==> config.mk <==
export PLATFORM = sky130hd
export DESIGN_NAME = shift_pla_inverse
export DESIGN_NICKNAME = d
export VERILOG_FILES = /design/src/rtl/shift_pla_inverse.sv
export SDC_FILE = /design/constraint.sdc
export NUM_CORES = 1
export LEC_CHECK = 0
export ABC_CLOCK_PERIOD_IN_PS = 2700
export BUFFER_PORTS_ARGS = -buffer_cell sky130_fd_sc_hd__buf_2
export CELL_PAD_IN_SITES_DETAIL_PLACEMENT = 0
export CELL_PAD_IN_SITES_GLOBAL_PLACEMENT = 1
export CORE_ASPECT_RATIO = 0.5
export CORE_MARGIN = 2
export CORE_UTILIZATION = 25
export DETAILED_ROUTE_END_ITERATION = 6
export GPL_TIMING_DRIVEN = 0
export PLACE_DENSITY_LB_ADDON = 0.1
export SYNTH_ARGS = -nofsm -noshare
export SYNTH_HDL_FRONTEND = slang
export SYNTH_SLANG_ARGS = --single-unit
==> constraint.sdc <==
create_clock -name clock -period 2.7 [get_ports clock]
set_input_delay 0.27 -clock clock [delete_from_list [all_inputs] [get_ports clock]]
set_output_delay 0.27 -clock clock [all_outputs]
set_load 0.02 [all_outputs]
==> src/rtl/shift_pla_inverse.sv <==
// Iterative inverse of the shift-only tanh PLA: y in (-1,1) -> x with y = PLA(x).
// Segment index is found by a serial leading-zero scan, one bit per clock.
module shift_pla_inverse #(
  parameter int unsigned W_IN  = 8,
  parameter int unsigned W_OUT = 8,
  parameter int unsigned OUT_I = 3
) (
  input  logic             clock,
  input  logic             resetn,
  input  logic             in_valid,
  output logic             in_ready,
  input  logic [W_IN-1:0]  in,
  output logic             out_valid,
  input  logic             out_ready,
  output logic [W_OUT-1:0] out,
  output logic             sat
);

  localparam int unsigned F     = W_IN - 1;
  localparam int unsigned OUT_F = W_OUT - OUT_I;
  localparam int unsigned M_W   = OUT_I + F - 1;

  typedef enum logic [2:0] {IDLE, PREP, SCAN, BUILD, DONE} state_t;

  state_t             state_q, state_d;
  logic [W_IN-1:0]    in_q, in_d;
  logic               sign_q, sign_d;
  logic [F-1:0]       d_q, d_d;
  logic [OUT_I-1:0]   s_q, s_d;
  logic               satp_q, satp_d;
  logic [W_OUT-1:0]   out_q, out_d;
  logic               sat_q, sat_d;

  logic [F-1:0]       abs_c;
  logic               prep_sat_c;
  logic               s_last_c;
  logic [M_W-1:0]     m_c;
  logic [W_OUT-1:0]   mag_c;

  // |y| in F bits; -1 aliases to 0 here but is caught by prep_sat_c
  assign abs_c      = in_q[F] ? F'(~in_q + 1'b1) : in_q[F-1:0];
  assign prep_sat_c = (in_q == {1'b1, {F{1'b0}}}) || (abs_c == {F{1'b1}});
  assign s_last_c   = (s_q == {OUT_I{1'b1}});
  // Magnitude (s + r)/2 with F fractional bits; r comes from the scanned-out bits
  assign m_c        = {s_q, ~d_q[F-2:0]};

  generate
    if (OUT_F <= F) begin : g_trunc
      assign mag_c = W_OUT'(m_c >> (F - OUT_F));
    end else begin : g_pad
      assign mag_c = W_OUT'(m_c) << (OUT_F - F);
    end
  endgenerate

  // State register
  always_ff @(posedge clock or negedge resetn) begin
    if (!resetn) state_q <= IDLE;
    else         state_q <= state_d;
  end

  // Next-state logic
  always_comb begin
    state_d = state_q;
    case (state_q)
      IDLE:    if (in_valid) state_d = PREP;
      PREP:    state_d = prep_sat_c ? BUILD : SCAN;
      SCAN:    if (d_q[F-1] || s_last_c) state_d = BUILD;
      BUILD:   state_d = DONE;
      DONE:    if (out_ready) state_d = IDLE;
      default: state_d = IDLE;
    endcase
  end

  // Handshake outputs decoded from the state register
  always_comb begin
    in_ready  = 1'b0;
    out_valid = 1'b0;
    case (state_q)
      IDLE:    in_ready  = 1'b1;
      DONE:    out_valid = 1'b1;
      default: ;
    endcase
  end

  // Datapath next-state
  always_comb begin
    in_d   = in_q;
    sign_d = sign_q;
    d_d    = d_q;
    s_d    = s_q;
    satp_d = satp_q;
    out_d  = out_q;
    sat_d  = sat_q;
    case (state_q)
      IDLE: if (in_valid) in_d = in;
      PREP: begin
        sign_d = in_q[F];
        satp_d = prep_sat_c;
        d_d    = ~abs_c;
        s_d    = '0;
      end
      SCAN: if (!d_q[F-1]) begin
        d_d = {d_q[F-2:0], 1'b0};
        s_d = OUT_I'(s_q + 1'b1);
        if (s_last_c) satp_d = 1'b1;
      end
      BUILD: begin
        sat_d = satp_q;
        if (satp_q)      out_d = sign_q ? {1'b1, {(W_OUT-1){1'b0}}} : {1'b0, {(W_OUT-1){1'b1}}};
        else if (sign_q) out_d = W_OUT'(~mag_c + 1'b1);
        else             out_d = mag_c;
      end
      default: ;
    endcase
  end

  always_ff @(posedge clock or negedge resetn) begin
    if (!resetn) begin
      in_q   <= '0;
      sign_q <= 1'b0;
      d_q    <= '0;
      s_q    <= '0;
      satp_q <= 1'b0;
      out_q  <= '0;
      sat_q  <= 1'b0;
    end else begin
      in_q   <= in_d;
      sign_q <= sign_d;
      d_q    <= d_d;
      s_q    <= s_d;
      satp_q <= satp_d;
      out_q  <= out_d;
      sat_q  <= sat_d;
    end
  end

  assign out = out_q;
  assign sat = sat_q;

endmodule

==> results of run 1 <==
-- worst reg2reg max path, delay by kind of cell, from the launching register on --
family | cells | cell delay [ns]
XOR/XNOR | 1 | 0.15
adder cells (fa/ha/maj) | 1 | 0.25
AND/OR/NAND/NOR | 2 | 0.58
flip-flops | 1 | 0.42
AO/OA/AOI/OAI | 2 | 0.53
buffers and inverters | 1 | 0.10
-- cell type report --
| cell class | instances | area [um^2] | area share (%) |
|---|---|---|---|
| plain buffers | 13 | 73.82 | 3.487 |
| clock inverters | 2 | 10.01 | 0.4728 |
| clock buffers | 6 | 138.9 | 6.560 |
| multi-input cells | 134 | 827.0 | 39.07 |
| well taps | 92 | 115.1 | 5.437 |
| inverters | 11 | 41.29 | 1.950 |
| flip-flops and latches | 32 | 800.8 | 37.83 |
| repair buffers | 22 | 110.1 | 5.201 |
-- cells by family (layout without fill, tap and decap cells) --
group,after synthesis,after routing,share of synthesized area (%)
fa+ha+maj,5,5,3.589
xor+xnor,6,6,3.015
mux,8,8,5.097
flops,32,32,45.94
simple gates,59,59,16.65
buf+inv,24,54,6.604
compound gates,56,56,19.10
-- worst max-delay path by stage --
stage,endpoint,from,depth (start not counted)
2_1_floorplan,in_q[2],state_q[2],5
3_3_place_gp,state_q[0],in_q[0],7
3_5_place_dp,state_q[0],in_q[0],7
4_1_cts,state_q[0],in_q[0],7
5_1_grt,state_q[0],in_q[0],7
6_report,state_q[0],in_q[0],7
-- cells in the mapped netlist (2+ instances only) --
library cell / instances / area share [%]
a211oi_1: 2 / 0.86
a21oi_1: 9 / 2.6
a22o_1: 2 / 1.0
a31oi_1: 6 / 2.2
and3_1: 3 / 1.1
buf_2: 5 / 1.4
buf_6: 2 / 1.3
clkbuf_1: 5 / 1.1
dfrtp_1: 32 / 46
ha_1: 5 / 3.6
inv_1: 10 / 2.2
mux2_1: 3 / 1.9
mux2_2: 4 / 2.6
nand2_1: 22 / 4.7
nand2b_1: 4 / 1.4
nand3_1: 2 / 0.57
nand3b_1: 2 / 0.86
nor2_1: 12 / 2.6
nor3_1: 6 / 1.7
nor4_1: 2 / 0.72
o21ai_0: 22 / 6.3
o21ai_1: 4 / 1.1
o22ai_1: 2 / 0.72
o41ai_1: 2 / 1.0
xnor2_1: 4 / 2.0
xor2_1: 2 / 1.0
-- routing by layer --
layer / vias up / global-route usage [%] / wire (um)
met5: - / 0 / 0
li1: 731 / - / -
met1: 646 / 16.92 / 2195
met4: 0 / 4.310 / 63
met3: 7 / 3.650 / 157
met2: 19 / 17.53 / 1642
-- state kept, by name, indices dropped and copies added, names as in the netlist --
| register | count |
|---|---|
| d_q | 7 |
| in_q | 8 |
| out | 8 |
| s_q | 3 |
| sat | 1 |
| satp_q | 1 |
| sign_q | 1 |
| state_q | 3 |
-- per-stage QoR --
step | power (mW) | util [%] | instances | hold WS (ns)
floorplan | 1.930 | - | 190 | -0.02559
global placement | 2.299 | 29.26 | 304 | 0.3878
detailed placement | 2.310 | 29.26 | 304 | 0.3929
CTS | 2.901 | 31.47 | 312 | 0.09948
global route | 3.172 | 31.47 | 312 | 0.1367
finish | 2.848 | 31.47 | 312 | 0.05662
-- report_power, final --
part | total (mW) | switching [mW] | internal [mW]
Clock | 0.573 | 0.210 | 0.363
Combinational | 1.39 | 0.823 | 0.569
Sequential | 0.883 | 0.166 | 0.716
==> results.sh, run 1 <==
export IMPL_grt_pass1_vias=1453
export IMPL_grt_ovfl_total=0
export IMPL_drv_cap=0
export IMPL_drt_initial_drc_count=38
export IMPL_drv_slew=0
export IMPL_ys_seq_elements=32
export IMPL_fin_skew_ns=0.006550
export IMPL_cts_hold_buf=0
export IMPL_via_count=1403
export IMPL_critPathLaunchType="flop"
export IMPL_coreArea_um2=6726
export IMPL_postCtsSetupRepairBufs=0
export IMPL_tns_ns=0
export IMPL_io_buffers=22
export IMPL_crit_buf_inv=1
export IMPL_htree_levels=2
export IMPL_tightest_slew_ns=0.7400
export IMPL_synth_edff_count=0
export IMPL_drive_gt1_share_pct=19.55
export IMPL_timing_fmax_ghz=0.4755
export IMPL_hp_class="primary input to asynchronous set/reset pin"
export IMPL_period_minus_slack_ns=2.103
export IMPL_cts_buffers=5
export IMPL_cts_tree="yes"
export IMPL_arrival_ns=2.30
export IMPL_cts_clk_slew_worst_paths_ns=0.05
export IMPL_cts_root_buf="clkbuf_16"
export IMPL_rr_startpoint="in_q[0]"
export IMPL_ir_drop_uv=246.2
export IMPL_reg2reg_depth=7
export IMPL_grt_pass1_wl_um=7231
export IMPL_insertion_delay_ns=0.28
export IMPL_firstDrtPassIters=4
export IMPL_die_x_um=122.1
export IMPL_cts_resized=0
export IMPL_viasPerCell=4.497
export IMPL_layout_commonest_cell="dfrtp_1"
export IMPL_critical_path_cell_chain="inv_1, ha_1, nand2b_1, o41ai_1, xor2_1, or4_1, a31oi_1"
export IMPL_hold_violations=0
export IMPL_antenna_cells=0
export IMPL_finalCritPeriodShare_pct=77.89
export IMPL_syn_area_per_cell_um2=9.173
export IMPL_critPathRequiredTime_ns=2.89
export IMPL_drc=0
export IMPL_critPathMaxStageDelay_ns=0.46
export IMPL_syn_to_final_growth_pct=21.46
export IMPL_nNetsFinal=236
export IMPL_cts_buffer_depth=2
export IMPL_worst_slack_ns=0.5970
export IMPL_start_util_pct=25.91
export IMPL_synthCells=190
export IMPL_yosysSeqAreaShare_pct=45.94
export IMPL_grt_max_degree=33
export IMPL_ioPinCount=23
export IMPL_placed_area_um2=1968
export IMPL_synth_cell_types=42
export IMPL_setup_viol=0
export IMPL_wl_per_cell_um=13.01
export IMPL_wl_um=4060
export IMPL_cts_num_sinks=32
export IMPL_place_hpwl_um=2925
export IMPL_slew_headroom_pct=50.67
export IMPL_cellPowerDensity_nw_per_um2=1345
export IMPL_die_h_um=63.04
export IMPL_nFillCells=745
export IMPL_synth_cell_area_um2=1743
export IMPL_cp_top_family="simple AND/OR/NAND/NOR gates"
export IMPL_finish_instance_area_um2=2117
export IMPL_syn_nets=207
export IMPL_dieArea_um2=7696
export IMPL_crit_type="flop to flop"
export IMPL_antenna_found_initial=0
export IMPL_postRouteAntennaNets=0
export IMPL_cp_slowest_cell="or4_1"
export IMPL_path_max_fanout=6
export IMPL_p_leak_nw=0.9534
export IMPL_final_cell_mix="dfrtp_1 (32), buf_2 (27), nand2_1 (22), o21ai_0 (22), nor2_1 (12)"
export IMPL_timing_rr_end="state_q[0]"
export IMPL_grt_total_usage_pct=12.10
export IMPL_async_flop_share_pct=100.0
export IMPL_gp_congestion=0.7417
export IMPL_cp_end_kind="flop"
export IMPL_yosys_most_used_dff="dfrtp_1"
export IMPL_rsz0062_at_grt="false"
export IMPL_status="complete, no violations"
export IMPL_pre_cts_ws_ns=0.5776
export IMPL_regToRegSetupSlack_ns=0.60
export IMPL_yosysWarnings=0
export IMPL_row_count=21
(Power assumes the default switching activity.)
==> run 2, diff against run 1 <==
- ABC_CLOCK_PERIOD_IN_PS: 2700 -> 1970
- clock period: 2.7 -> 1.97 ns (I/O delays scaled with it)
==> run 2 against run 1 <==
  * The flow now finishes with violations (negative hold slack)
  * Wire length is 1.6% higher
  * Worst setup slack worse by 0.51 ns
  * Sequential power is 37% higher
  * Design area is 3.5% higher
  * Clock-buffer cell count stayed put
  * Register-to-register slack worse by 0.51 ns
  * Sequential share of layout area is 1.3 points lower
  * Hold slack worse by 0.074 ns
  * Flip-flop and latch count stayed put
  * Via count is 1.4% higher
  * Largest power group unchanged
==> results.sh, run 2 (synthesis results as in run 1) <==
export IMPL_status="complete, but fails checks"
export IMPL_violations="negative hold slack"
export IMPL_cellPowerDensity_nw_per_um2=1851
export IMPL_htree_levels=2
export IMPL_ioPinCount=23
export IMPL_drc=0
export IMPL_slew_headroom_pct=50.83
export IMPL_finalCritPeriodShare_pct=95.63
export IMPL_io_buffers=22
export IMPL_drv_cap=0
export IMPL_gp_congestion=0.7417
export IMPL_firstDrtPassIters=4
export IMPL_hold_slack_ns=-0.01741
export IMPL_reg2reg_depth=7
export IMPL_crit_type="flop to flop"
export IMPL_antenna_cells=0
export IMPL_setup_viol=0
export IMPL_row_count=21
export IMPL_tightest_slew_ns=0.7375
export IMPL_cts_buffer_depth=2
export IMPL_die_x_um=122.1
export IMPL_worst_slack_ns=0.08615
export IMPL_layout_commonest_cell="dfrtp_1"
export IMPL_p_leak_nw=0.9782
export IMPL_start_util_pct=25.91
export IMPL_multi_input_area_um2=878.3
export IMPL_critPathRequiredTime_ns=2.17
export IMPL_grt_pass1_wl_um=7210
export IMPL_via_count=1422
export IMPL_swShare_pct=42.17
export IMPL_hp_class="primary input to asynchronous set/reset pin"
export IMPL_cts_hold_buf=0
export IMPL_insertion_delay_ns=0.28
export IMPL_hold_violations=32
export IMPL_worstSetupStartpoint="in_q[1]"
export IMPL_period_minus_slack_ns=1.884
export IMPL_pre_cts_ws_ns=-0.1524
export IMPL_postRouteAntennaNets=0
export IMPL_final_cell_mix="dfrtp_1 (32), buf_2 (27), nand2_1 (22), o21ai_0 (22), nor2_1 (12)"
export IMPL_cts_root_buf="clkbuf_16"
export IMPL_coreArea_um2=6726
export IMPL_power_switching_mw=1.710
export IMPL_drt_initial_drc_count=36
export IMPL_rr_startpoint="in_q[1]"
export IMPL_cts_num_sinks=32
export IMPL_ir_drop_uv=360.7
export IMPL_antenna_found_initial=0
export IMPL_wl_um=4125
export IMPL_grt_ovfl_total=0
export IMPL_place_hpwl_um=2925
export IMPL_drv_slew=0
export IMPL_intPower_mw=2.345
export IMPL_power_frac_clock_pct=19.3
export IMPL_cts_clk_slew_worst_paths_ns=0.05
export IMPL_seqCellArea_um2=800.8
export IMPL_nFillCells=746
export IMPL_regToRegSetupSlack_ns=0.09
export IMPL_p_comb_share_pct=50.9
export IMPL_dieArea_um2=7696
export IMPL_critPathLaunchType="flop"
export IMPL_rsz0062_at_grt="true"
export IMPL_path_max_fanout=6
export IMPL_cts_buffers=5
export IMPL_grt_pass1_vias=1452
export IMPL_syn_to_final_growth_pct=25.70
export IMPL_crit_end="state_q[0]"
export IMPL_tns_ns=0
export IMPL_wl_per_cell_um=13.10
export IMPL_viasPerCell=4.514
export IMPL_cp_end_kind="flop"
export IMPL_grt_max_degree=33
export IMPL_timing_rr_end="state_q[0]"
export IMPL_arrival_ns=2.08
export IMPL_fin_skew_ns=0.006412
export IMPL_timing_fmax_ghz=0.5308
export IMPL_total_power_mw=4.056
export IMPL_die_h_um=63.04
export IMPL_drive_gt1_share_pct=25.11
export IMPL_power_frac_seq_pct=29.7
export IMPL_grt_total_usage_pct=12.04
export IMPL_nNetsFinal=239
export IMPL_cts_tree="yes"
## run 2: worst min path at each step
stage | start | endpoint | slack [ns] | cells after the start
after floorplan | resetn | d_q[0] | -0.1 | 0
after global placement | resetn | in_q[0] | 0.31 | 1
after detailed placement | resetn | in_q[1] | 0.32 | 1
after CTS | resetn | in_q[0] | 0.03 | 1
after global routing | resetn | in_q[7] | 0.06 | 1
final | resetn | in_q[7] | -0.02 | 1
## run 2: layout make-up
cell class	instances	share of cell area [%]
buffer	13	3.370
clock buffer	6	6.339
clock inverter	2	0.4569
inverter	11	1.885
multi-input combinational	134	40.09
sequential	32	36.55
tap	92	5.254
timing repair buffer	25	6.054
## run 2: metrics by stage
| step | hold WS (ns) | utilization (%) | area, um^2 | instances |
|---|---|---|---|---|
| detailed placement | 0.3199 | 29.26 | 1968 | 304 |
| global route | 0.06373 | 32.57 | 2191 | 315 |
| CTS | 0.02648 | 31.96 | 2150 | 313 |
| floorplan | -0.09859 | - | 1743 | 190 |
| finish | -0.01741 | 32.57 | 2191 | 315 |
| global placement | 0.3148 | 29.26 | 1968 | 304 |
## run 2: layer usage
metal	global-route usage (%)	vias up	routed length, um
met5	0	-	0
met4	4.310	0	68
met3	3.650	7	165
met2	17.60	23	1694
met1	16.69	656	2197
li1	-	736	-
## run 2: timing repair
item / 4_1_cts / 5_1_grt
endpoints found under the setup margin: 2 / 5
resized for setup: 6 / 5
pin swaps: 1 / 1
setup buffers: 1 / 2
## run 2: power by group through the flow
| stage | Combinational (mW) | Sequential (mW) | Clock (mW) |
|---|---|---|---|
| 2_1_floorplan | 1.37 | 1.28 | 0 |
| 3_3_place_gp | 1.93 | 1.22 | 0 |
| 3_5_place_dp | 1.94 | 1.22 | 0 |
| 4_1_cts | 2.02 | 1.22 | 0.810 |
| 5_1_grt | 2.38 | 1.26 | 0.856 |
| 6_report | 2.07 | 1.21 | 0.784 |
## run 2: critical path, cell delays in order, from the launching register on
cell	delay (ns)
dfrtp_1	0.39
inv_2	0.09
ha_4	0.17
and4bb_1	0.20
o221ai_1	0.09
and3_1	0.20
or4_4	0.49
a31oi_2	0.18
==> run 3, diff against run 2 <==
- MAX_ROUTING_LAYER: unset -> met4
==> run 3 against run 2 <==
  * The flow still finishes with violations (negative hold slack)
  * Global-route usage grew 0.35 points
  * Combinational power is essentially flat
  * Maximum frequency is essentially flat
  * Die area did not move
  * Total power hardly changed
  * Hold slack hardly changed
  * Sequential power hardly changed
  * Critical endpoint unchanged
  * Largest cell class unchanged
==> results.sh, run 3 (synthesis results as in run 1) <==
export IMPL_p_comb_share_pct=50.9
export IMPL_timing_fmax_ghz=0.5311
export IMPL_row_count=21
export IMPL_cts_buffer_depth=2
export IMPL_period_minus_slack_ns=1.883
export IMPL_intPower_mw=2.345
export IMPL_final_cell_mix="dfrtp_1 (32), buf_2 (27), nand2_1 (22), o21ai_0 (22), nor2_1 (12)"
export IMPL_use_met3_pct=3.650
export IMPL_antenna_cells=0
export IMPL_final_util_pct=32.57
export IMPL_cts_buffers=5
export IMPL_hold_violations=32
export IMPL_ioPinCount=23
export IMPL_swShare_pct=42.15
export IMPL_layout_commonest_cell="dfrtp_1"
export IMPL_drt_initial_drc_count=37
export IMPL_via_count=1422
export IMPL_gp_congestion=0.7510
export IMPL_grt_total_usage_pct=12.38
export IMPL_setup_viol=0
export IMPL_cts_tree="yes"
export IMPL_critPathLaunchType="flop"
export IMPL_firstDrtPassIters=4
export IMPL_grt_use_met1_pct=16.69
export IMPL_io_buffers=22
export IMPL_cts_root_buf="clkbuf_16"
export IMPL_insertion_delay_ns=0.28
export IMPL_arrival_ns=2.08
export IMPL_die_x_um=122.1
export IMPL_cts_num_sinks=32
export IMPL_place_hpwl_um=2925
export IMPL_drc=0
export IMPL_power_frac_seq_pct=29.7
export IMPL_postRouteAntennaNets=0
export IMPL_timing_rr_end="state_q[0]"
export IMPL_slew_headroom_pct=50.95
export IMPL_rsz0062_at_grt="true"
export IMPL_grt_use_met2_pct=17.60
export IMPL_status="complete, but fails checks"
export IMPL_coreArea_um2=6726
export IMPL_total_power_mw=4.054
export IMPL_drive_gt1_share_pct=25.11
export IMPL_cts_clk_slew_worst_paths_ns=0.05
export IMPL_htree_levels=2
export IMPL_rr_startpoint="in_q[1]"
export IMPL_drv_slew=0
export IMPL_cellPowerDensity_nw_per_um2=1850
export IMPL_antenna_found_initial=0
export IMPL_wl_per_cell_um=13.09
export IMPL_power_switching_mw=1.709
export IMPL_regToRegSetupSlack_ns=0.09
export IMPL_syn_to_final_growth_pct=25.70
export IMPL_p_leak_nw=0.9782
export IMPL_tightest_slew_ns=0.7358
export IMPL_start_util_pct=25.91
export IMPL_violations="negative hold slack"
export IMPL_reg2reg_depth=7
export IMPL_fin_skew_ns=0.006482
export IMPL_hold_slack_ns=-0.01771
export IMPL_grt_pass1_vias=1453
export IMPL_dieArea_um2=7696
export IMPL_die_h_um=63.04
export IMPL_nNetsFinal=239
export IMPL_critPathRequiredTime_ns=2.17
export IMPL_finalCritPeriodShare_pct=95.58
export IMPL_worst_slack_ns=0.08717
export IMPL_grt_pass1_wl_um=7217
export IMPL_crit_type="flop to flop"
export IMPL_pre_cts_ws_ns=-0.1524
export IMPL_drv_cap=0
export IMPL_grt_max_degree=33
export IMPL_top_usage_layer="met2"
export IMPL_path_max_fanout=6
export IMPL_viasPerCell=4.514
export IMPL_power_frac_clock_pct=19.3
export IMPL_ir_drop_uv=359.8
export IMPL_grt_ovfl_total=0
export IMPL_wl_um=4122
export IMPL_hp_class="primary input to asynchronous set/reset pin"
export IMPL_cp_end_kind="flop"
## run 3: cell counts in the layout (fill, tap and decap cells not counted)
Identical to the previous run, type by type.
## run 3: worst max path at each step
stage	start	end	slack (ns)	cells after the start
floorplan	state_q[2]	in_q[2]	0.07	5
global placement	in_q[0]	state_q[0]	-0.11	7
detailed placement	in_q[0]	state_q[0]	-0.15	7
CTS	in_q[1]	state_q[0]	0.02	7
global route	in_q[1]	state_q[0]	-0.02	7
finish	in_q[1]	state_q[0]	0.09	7
## run 3: cell type report
type                            count  area [um^2]
Clock inverter                      2        10.01
Tap cell                           92        115.1
Clock buffer                        6        138.9
Buffer                             13        73.82
Inverter                           11        41.29
Sequential cell                    32        800.8
Timing Repair Buffer               25        132.6
Multi-Input combinational cell    134        878.3
Fill cell                         746         4536
## run 3: what timing repair did
item / in CTS / in global routing
gates resized for setup: 6 / 5
setup endpoints to repair: 2 / 5
hold buffers: 0 / 0
hold endpoints to repair: 0 / 0
buffers inserted: 1 / 2
pin swaps: 1 / 1
## run 3: critical path, cell delays in order (launching register included)
cell      delay [ns]
dfrtp_1         0.39
inv_2           0.09
ha_4            0.17
and4bb_1        0.20
o221ai_1        0.09
and3_1          0.20
or4_4           0.49
a31oi_2         0.18
## run 3: power groups by stage
stage | sequential, mW | combinational (mW) | clock (mW)
4_1_cts | 1.22 | 2.02 | 0.810
2_1_floorplan | 1.28 | 1.37 | 0
3_5_place_dp | 1.22 | 1.94 | 0
3_3_place_gp | 1.22 | 1.93 | 0
6_report | 1.21 | 2.07 | 0.783
5_1_grt | 1.26 | 2.38 | 0.856
## run 3: metal layers
layer / routed length (um) / vias to the layer above
li1: - / 736
met4: 63 / 0
met3: 166 / 7
met5: 0 / -
met2: 1698 / 23
met1: 2194 / 656
## run 3: per-stage QoR
| step | std cells | setup TNS (ns) | hold WS (ns) | instance area [um^2] |
|---|---|---|---|---|
| CTS | 313 | 0 | 0.02648 | 2150 |
| global placement | 304 | -0.1966 | 0.3148 | 1968 |
| floorplan | 190 | 0 | -0.09859 | 1743 |
| finish | 315 | 0 | -0.01771 | 2191 |
| global route | 315 | -0.03621 | 0.06373 | 2191 |
| detailed placement | 304 | -0.2681 | 0.3199 | 1968 |
